<file path="src/rtl/cache_pkg.sv">
// Shared definitions for the cache block-fill logic.
//   ADDR_WIDTH      : byte-address width of the memory port
//   WORDS_PER_BLOCK : 16-bit words per cache block
//   OFFSET_BITS     : byte-offset bits inside a block
//   TAG_WIDTH       : width of the block tag
//   fill_state_e    : fill FSM state encoding
//   addr_tag()      : returns the block tag of a byte address
package cache_pkg;

  localparam int ADDR_WIDTH      = 16;
  localparam int WORDS_PER_BLOCK = 8;
  localparam int OFFSET_BITS     = 4;
  localparam int WORD_IDX_BITS   = $clog2(WORDS_PER_BLOCK);
  localparam int TAG_WIDTH       = ADDR_WIDTH - OFFSET_BITS;

  typedef enum logic {
    IDLE = 1'b0,
    FILL = 1'b1
  } fill_state_e;

  function automatic logic [TAG_WIDTH-1:0] addr_tag(input logic [ADDR_WIDTH-1:0] addr);
    return addr[ADDR_WIDTH-1:OFFSET_BITS];
  endfunction

endpackage

</file>
<file path="src/rtl/cache_fill_fsm_fill_counter.sv">
// Word counter for a block fill.
//   clk      : clock
//   rst_n    : synchronous active-low reset
//   clear    : synchronous clear (start of a new fill)
//   enable   : advance by one
//   count    : current word index
//   terminal : count is at its last value
module fill_counter #(
  parameter int WIDTH = 3
) (
  input  logic             clk,
  input  logic             rst_n,
  input  logic             clear,
  input  logic             enable,
  output logic [WIDTH-1:0] count,
  output logic             terminal
);

  // NOTE: state is updated with non-blocking assignments so every register
  // samples values from before the edge, independent of block ordering.
  always_ff @(posedge clk) begin
    if (!rst_n) begin
      count <= '0;
    end else if (clear) begin
      count <= '0;
    end else if (enable) begin
      count <= count + WIDTH'(1);
    end
  end

  assign terminal = &count;

endmodule

</file>
<file path="src/rtl/cache_fill_fsm.sv">
// Cache block-fill initiator. On a miss, issues one pipelined read per word of
// the block, streams the returned words into the data array and writes the tag
// together with the last word.
//   clk, rst_n        : clock, synchronous active-low reset
//   miss_detected     : cache miss (only looked at while idle)
//   miss_address      : byte address of the missing access
//   memory_data       : memory read data
//   memory_data_valid : memory read data valid
//   mem_enable/mem_wr : memory request strobe / write flag (always read)
//   memory_address    : memory request byte address
//   fsm_busy          : fill in progress
//   write_data_array  : write fill_data into word fill_word_sel
//   fill_word_sel     : word index being written
//   fill_data         : returned word (pass-through)
//   write_tag_array   : write fill_tag and set the valid bit
//   fill_tag          : tag of the block being filled
module cache_fill_fsm
  import cache_pkg::*;
#(
  parameter int ADDR_WIDTH = cache_pkg::ADDR_WIDTH
) (
  input  logic                             clk,
  input  logic                             rst_n,
  input  logic                             miss_detected,
  input  logic [ADDR_WIDTH-1:0]            miss_address,
  input  logic [15:0]                      memory_data,
  input  logic                             memory_data_valid,
  output logic                             mem_enable,
  output logic                             mem_wr,
  output logic [ADDR_WIDTH-1:0]            memory_address,
  output logic                             fsm_busy,
  output logic                             write_data_array,
  output logic [WORD_IDX_BITS-1:0]         fill_word_sel,
  output logic [15:0]                      fill_data,
  output logic                             write_tag_array,
  output logic [ADDR_WIDTH-OFFSET_BITS-1:0] fill_tag
);

  localparam int TW = ADDR_WIDTH - OFFSET_BITS;

  fill_state_e             state, state_next;
  logic [TW-1:0]           base_tag;
  logic                    issue_done;
  logic                    start_fill;
  logic                    issue_en, recv_en;
  logic [WORD_IDX_BITS-1:0] issue_cnt, recv_cnt;
  logic                    issue_last, recv_last;

  // The byte offset of the miss is irrelevant: the whole block is fetched.
  logic unused_offset;
  assign unused_offset = ^miss_address[OFFSET_BITS-1:0];

  fill_counter #(.WIDTH(WORD_IDX_BITS)) u_issue_cnt (
    .clk      (clk),
    .rst_n    (rst_n),
    .clear    (start_fill),
    .enable   (issue_en),
    .count    (issue_cnt),
    .terminal (issue_last)
  );

  fill_counter #(.WIDTH(WORD_IDX_BITS)) u_recv_cnt (
    .clk      (clk),
    .rst_n    (rst_n),
    .clear    (start_fill),
    .enable   (recv_en),
    .count    (recv_cnt),
    .terminal (recv_last)
  );

  always_ff @(posedge clk) begin
    if (!rst_n) begin
      state      <= IDLE;
      base_tag   <= '0;
      issue_done <= 1'b0;
    end else begin
      state <= state_next;
      if (start_fill) begin
        base_tag   <= miss_address[ADDR_WIDTH-1:OFFSET_BITS];
        issue_done <= 1'b0;
      end else if (issue_en && issue_last) begin
        issue_done <= 1'b1;
      end
    end
  end

  // NOTE: every output of this block is given a default first, so no path
  // leaves a signal unassigned and no latch is inferred.
  always_comb begin
    state_next       = state;
    start_fill       = 1'b0;
    issue_en         = 1'b0;
    recv_en          = 1'b0;
    mem_enable       = 1'b0;
    fsm_busy         = 1'b0;
    write_data_array = 1'b0;
    write_tag_array  = 1'b0;
    unique case (state)
      IDLE: begin
        // Returned data seen here is stale and is dropped.
        if (miss_detected) begin
          start_fill = 1'b1;
          state_next = FILL;
        end
      end
      FILL: begin
        fsm_busy = 1'b1;
        if (!issue_done) begin
          mem_enable = 1'b1;
          issue_en   = 1'b1;
        end
        // Issue and receive are independent and may coincide.
        if (memory_data_valid) begin
          write_data_array = 1'b1;
          recv_en          = 1'b1;
          if (recv_last) begin
            write_tag_array = 1'b1;
            state_next      = IDLE;
          end
        end
      end
    endcase
  end

  // Word offset is concatenated, never added, so it cannot carry into the tag.
  assign memory_address = mem_enable ? {base_tag, issue_cnt, 1'b0} : '0;
  assign mem_wr         = 1'b0;
  assign fill_word_sel  = recv_cnt;
  assign fill_data      = memory_data;
  assign fill_tag       = base_tag;

endmodule

</file>
<file path="config.mk">
export PLATFORM = sky130hd
export DESIGN_NAME = cache_fill_fsm
export DESIGN_NICKNAME = d
export VERILOG_FILES = /design/src/rtl/cache_pkg.sv /design/src/rtl/cache_fill_fsm_fill_counter.sv /design/src/rtl/cache_fill_fsm.sv
export SDC_FILE = /design/constraint.sdc
export NUM_CORES = 1
export LEC_CHECK = 0
export ABC_AREA = 1
export BUFFER_PORTS_ARGS = -buffer_cell sky130_fd_sc_hd__buf_2
export CAP_MARGIN = 20
export CORE_UTILIZATION = 41
export CTS_CLUSTER_DIAMETER = 60
export DETAILED_ROUTE_END_ITERATION = 10
export PLACE_DENSITY = 0.82
export SETUP_SLACK_MARGIN = 0.05
export SLEW_MARGIN = 20
export SYNTH_ARGS = -nofsm -noshare
export SYNTH_HDL_FRONTEND = slang
export SYNTH_SLANG_ARGS = --single-unit
</file>
<file path="constraint.sdc">
create_clock -name clk -period 1.5 [get_ports clk]
set_clock_uncertainty 0.1 [all_clocks]
set_input_delay 0.3 -clock clk [delete_from_list [all_inputs] [get_ports clk]]
set_output_delay 0.3 -clock clk [all_outputs]
set_load 0.1 [all_outputs]
</file>
---- Word level (Yosys, flattened, before mapping) ----
Cells that the tools add are included.
cells by class
  bitwise operators ....................... 2
  muxes and demuxes ....................... 14
  add/subtract/negate cells ............... 2
  reductions and logical operators ........ 4
operators with widths
  operator                                      number
  2-to-1 mux 16 bit                             1
  2-to-1 mux 1 bit                              12
  adder 3 x 1 -> 3 bit (second input constant)  2
  AND reduction 3 bit                           2
  NOT 1 bit                                     2
  case mux 1 bit (2 select lines)               1
  OR reduction 2 bit                            1
  logical AND 1 bit                             1
storage, ports and cells
  output and inout bits ................... 52
  flip-flop bits (word level) ............. 20
  logic and storage cells ................. 27
  bits of input ports ..................... 36

---- Logic depth before layout (Yosys ltp) ----
  word-level depth ........................ 4
  mapped depth ............................ 6
  gate-level depth less buffers ........... 5

---- Modules after synthesis ----
Synthesis repeated with hierarchy kept, for this count alone.
second synthesis, totals
  cell total of the unflattened synthesis .. 180
  area, all modules ....................... 1,148.6 µm²
by module, submodules not included
  module          cells each  seq. area each (µm²)  area an instance (µm²)  instances
  cache_fill_fsm  142         280.3                 863.3                   1
  fill_counter    19          60.1                  142.6                   2

---- Worst setup path after synthesis ----
Ideal clock, no wire load.
  path kind ............................... register to output
  from .................................... register u_recv_cnt.count[0]
  to ...................................... output write_tag_array
  slack ................................... -1.599 ns
  cell stages (with the launch flop) ...... 5
  path buffers ............................ 0
  arrival ................................. 2.699 ns
  required time ........................... 1.100 ns
  cell sequence ........................... dfxtp_1 -> ha_1 -> ha_1 -> inv_1 -> nor2_1
on the way
  cells in the longest elaborated chain, start to end .. 4
ends and longest elaborated chain
  item                      RTL line                           text
  start: declaration        cache_fill_fsm_fill_counter.sv:15  output logic [WIDTH-1:0] count,
  start signal: assignment  cache_fill_fsm_fill_counter.sv:27  count <= count + WIDTH'(1);
  AND reduction 3 bit       cache_fill_fsm_fill_counter.sv:31  assign terminal = &count;
  2-to-1 mux 1 bit          cache_fill_fsm.sv:116              if (recv_last) begin
  2-to-1 mux 1 bit          cache_fill_fsm.sv:113              if (memory_data_valid) begin
  2-to-1 mux 1 bit          cache_fill_fsm.sv:98               unique case (state)
  end: declaration          cache_fill_fsm.sv:35               output logic write_tag_array,
Every way passes these cells.

---- Worst setup path after layout ----
  from .................................... register u_recv_cnt.count[1]
  to ...................................... output write_tag_array
Same word-level chain as after synthesis.

==> impl_metrics.csv <==
group,metric,value,unit
layout,fin_nets,259,
worst_setup_path,critPathCaptureType,"output port",
grt,grt_max_degree,25,
placed_design,place_area,0.00178,mm2
placed_design,dp_cells,233,
route,wirelength,2750,um
timing,hold_viol,0,
die,initial_core_util,44.6,%
worst_setup_path,cp_max_fo,3,
cts,cts.sinks,20,
die,num_rows,19,
worst_setup_path,cpPeakStageDelay,0.38,ns
timing,fmax,0.601,GHz
power,power,1570,uW
power,irDropWorstVdd,0.000557,V
worst_setup_path,cpMostUsedCell,"ha_4",
worst_setup_path,worstPathRequired,1.10,ns
route,drc_errors,6,
outcome,violations,"design-rule violations, negative setup slack",
layout,stdcell_area,0.00199,mm2
worst_setup_path,rr_endpoint,"fill_tag[5]$_SDFFE_PN0P_",
grt,grt_pass1_wl,4330,um
timing,finalCritPeriodShare,111,%
layout,final_cell_mix,"30 x nand2_1, 27 x inv_1, 27 x nor2_1",
worst_setup_path,crit_end,"write_tag_array",
worst_hold_path,hold_class,"in -> reg",
layout,layout_commonest_cell,"nand2_1",
route,detail-route-antenna-nets,0,
grt,grt_overflow,0,
grt,antenna_found_initial,0,
worst_setup_path,path_depth,5,
cts,clk_latency,0.29,ns
power,power.density,791,mW/mm2
layout,drive_above_1_share,54.6,%
route,drt_iter0_markers,47,
grt,grt_pass1_vias,1032,
die,coreArea,0.00285,mm2
layout,syn2layout_area_growth,56.2,%
worst_setup_path,path_class,"reg -> out",
worst_setup_path,crit_start,"u_recv_cnt.count[1]$_SDFFE_PP0P_",
timing,rsz0062_at_grt,"yes",
synthesis,yosys_register_bits,20,
cts,cts_tree,"yes",
timing,slew_viol_final,0,
timing,finalSetupViolCount,20,
cts,numCtsBuffers,3,
synthesis,ys_seq_area_share,31.5,%
cts,clk_pin_slew,0.11,ns
placed_design,hpwl,1840,um
worst_setup_path,crit_buf_inv,2,
cts,ctsRootBufferMaster,"clkbuf_4",
synthesis,syn_area,0.00127,mm2
die,dieHeight,57.7,um
worst_setup_path,worstPathCellList,"ha_4 -> ha_4 -> inv_2 -> nor2_4 -> buf_12",
layout,antenna_cells,0,
placed_design,gp_congestion,0.721,
worst_setup_path,cpMaxStageDelayCell,"dfxtp_4",
worst_setup_path,cp_top_family,"flip-flops",
route,vias,1092,
synthesis,synth_cell_types,20,
route,firstDrtPassIters,7,
flow_run,cap_violations,0,
timing,finalCriticalPeriod,1.66,ns
cts,hold_buffers,0,
power,p_leak,0.000896,uW
timing,worst_slack,-0.163,ns
cts,cts_max_path_buffers,2,
die,die_area,0.00333,mm2
synthesis,avgSynthCellArea,7.35,um2
worst_setup_path,startpoint_type,"register",
cts,cts-htree-levels,1,
worst_setup_path,reg2regPathDepth,7,
placed_design,port_buffers,49,
layout,fin_cells,249,
synthesis,yosys_warnings,0,
outcome,run_status,"finished, violations left",
worst_setup_path,crit_arrival,1.26,ns
worst_setup_path,worst-r2r-setup-slack,0.14,ns
die,fp.dieW,57.7,um
die,ios,88,
route,via_per_inst,4.39,
grt,grt.total_usage,16.9,%
route,detail_route.wl_per_cell,11.0,um
synthesis,synth_cells,173,
worst_setup_path,r2r_start,"state$_SDFF_PN0_",
-- worst reg2reg max path, stage by stage (launching register included) --
cell	delay, ns
dfxtp_4	0.43
buf_6	0.15
buf_12	0.12
nor2_4	0.10
buf_8	0.17
nand2_1	0.08
nand2_1	0.06
nor2_1	0.04
-- cells by family (layout without fill, tap and decap cells) --
family,Yosys count,count (layout),share of synthesized area (%)
other,1,2,0.295
adders and majority gates,4,4,3.94
AOI/OAI and AO/OA,7,7,4.23
buffers and inverters,57,100,25.3
DFF,20,20,31.5
and+or+nand+nor,84,85,34.7
-- stage by stage --
stage	util [%]	TNS, ns	hold slack [ns]	setup WS, ns
global route	69.6	-3.12	0.197	-0.209
CTS	67.5	-2.46	0.174	-0.174
finish	69.6	-2.15	0.183	-0.163
detailed placement	62.4	0	0.358	0.0444
floorplan	-	-5.34	0.313	-0.403
global placement	62.4	0	0.347	0.0552
-- worst min-delay path by stage --
stage / slack (ns) / start / depth (start not counted) / endpoint
after CTS: 0.17 / miss_address[8] / 5 / fill_tag[4]$_SDFFE_PN0P_
after global routing: 0.20 / miss_address[13] / 5 / fill_tag[9]$_SDFFE_PN0P_
after detailed placement: 0.36 / issue_done$_SDFFE_PP0P_ / 2 / issue_done$_SDFFE_PP0P_
after floorplan: 0.31 / rst_n / 2 / fill_tag[0]$_SDFFE_PN0P_
after global placement: 0.35 / issue_done$_SDFFE_PP0P_ / 2 / issue_done$_SDFFE_PP0P_
final: 0.18 / miss_address[8] / 5 / fill_tag[4]$_SDFFE_PN0P_
-- routing by layer --
metal	track usage [%]	part of all wire (%)	wire length [um]
met1	17.3	37	1020
met5	0	0	0
met3	4.02	4.5	125
met4	6.12	0.98	27
met2	33.2	57	1570
-- report_power, final --
group | total, uW | switching (uW) | internal, uW | leakage, uW
sequential | 595 | 32.8 | 562 | 0.000172
combinational | 718 | 513 | 205 | 0.000709
clock | 257 | 154 | 103 | 0.0000150
-- sequential cells by signal, summed over array words and instances, names as in the netlist --
signal and cells:
u_recv_cnt.count 3, issue_done 1, state 1, fill_tag 12
u_issue_cnt.count 3
-- cells in the mapped netlist (all sizes together) --
library cell	n	area share (%)
nand3	6	2.4
nor2	44	20
o21ai	1	0.39
nand2	34	13
buf	23	15
conb	1	0.29
inv	34	10
dfxtp	20	31
a21oi	6	3.8
ha	4	3.9
-- cell type report --
class / instances / area (um2)
Fill cell: 212 / 867
Timing Repair Buffer: 62 / 699
Multi-Input combinational cell: 98 / 648
Sequential cell: 20 / 432
Inverter: 34 / 141
Tap cell: 31 / 38.8
Clock buffer: 4 / 26.3
-- repair_timing --
action	CTS	global route
gates cloned	1	0
pin swaps	4	2
gates resized for setup	19	5
setup buffers	7	4
setup endpoints to repair	33	22
Note: power is estimated with default switching activity, not from simulation.
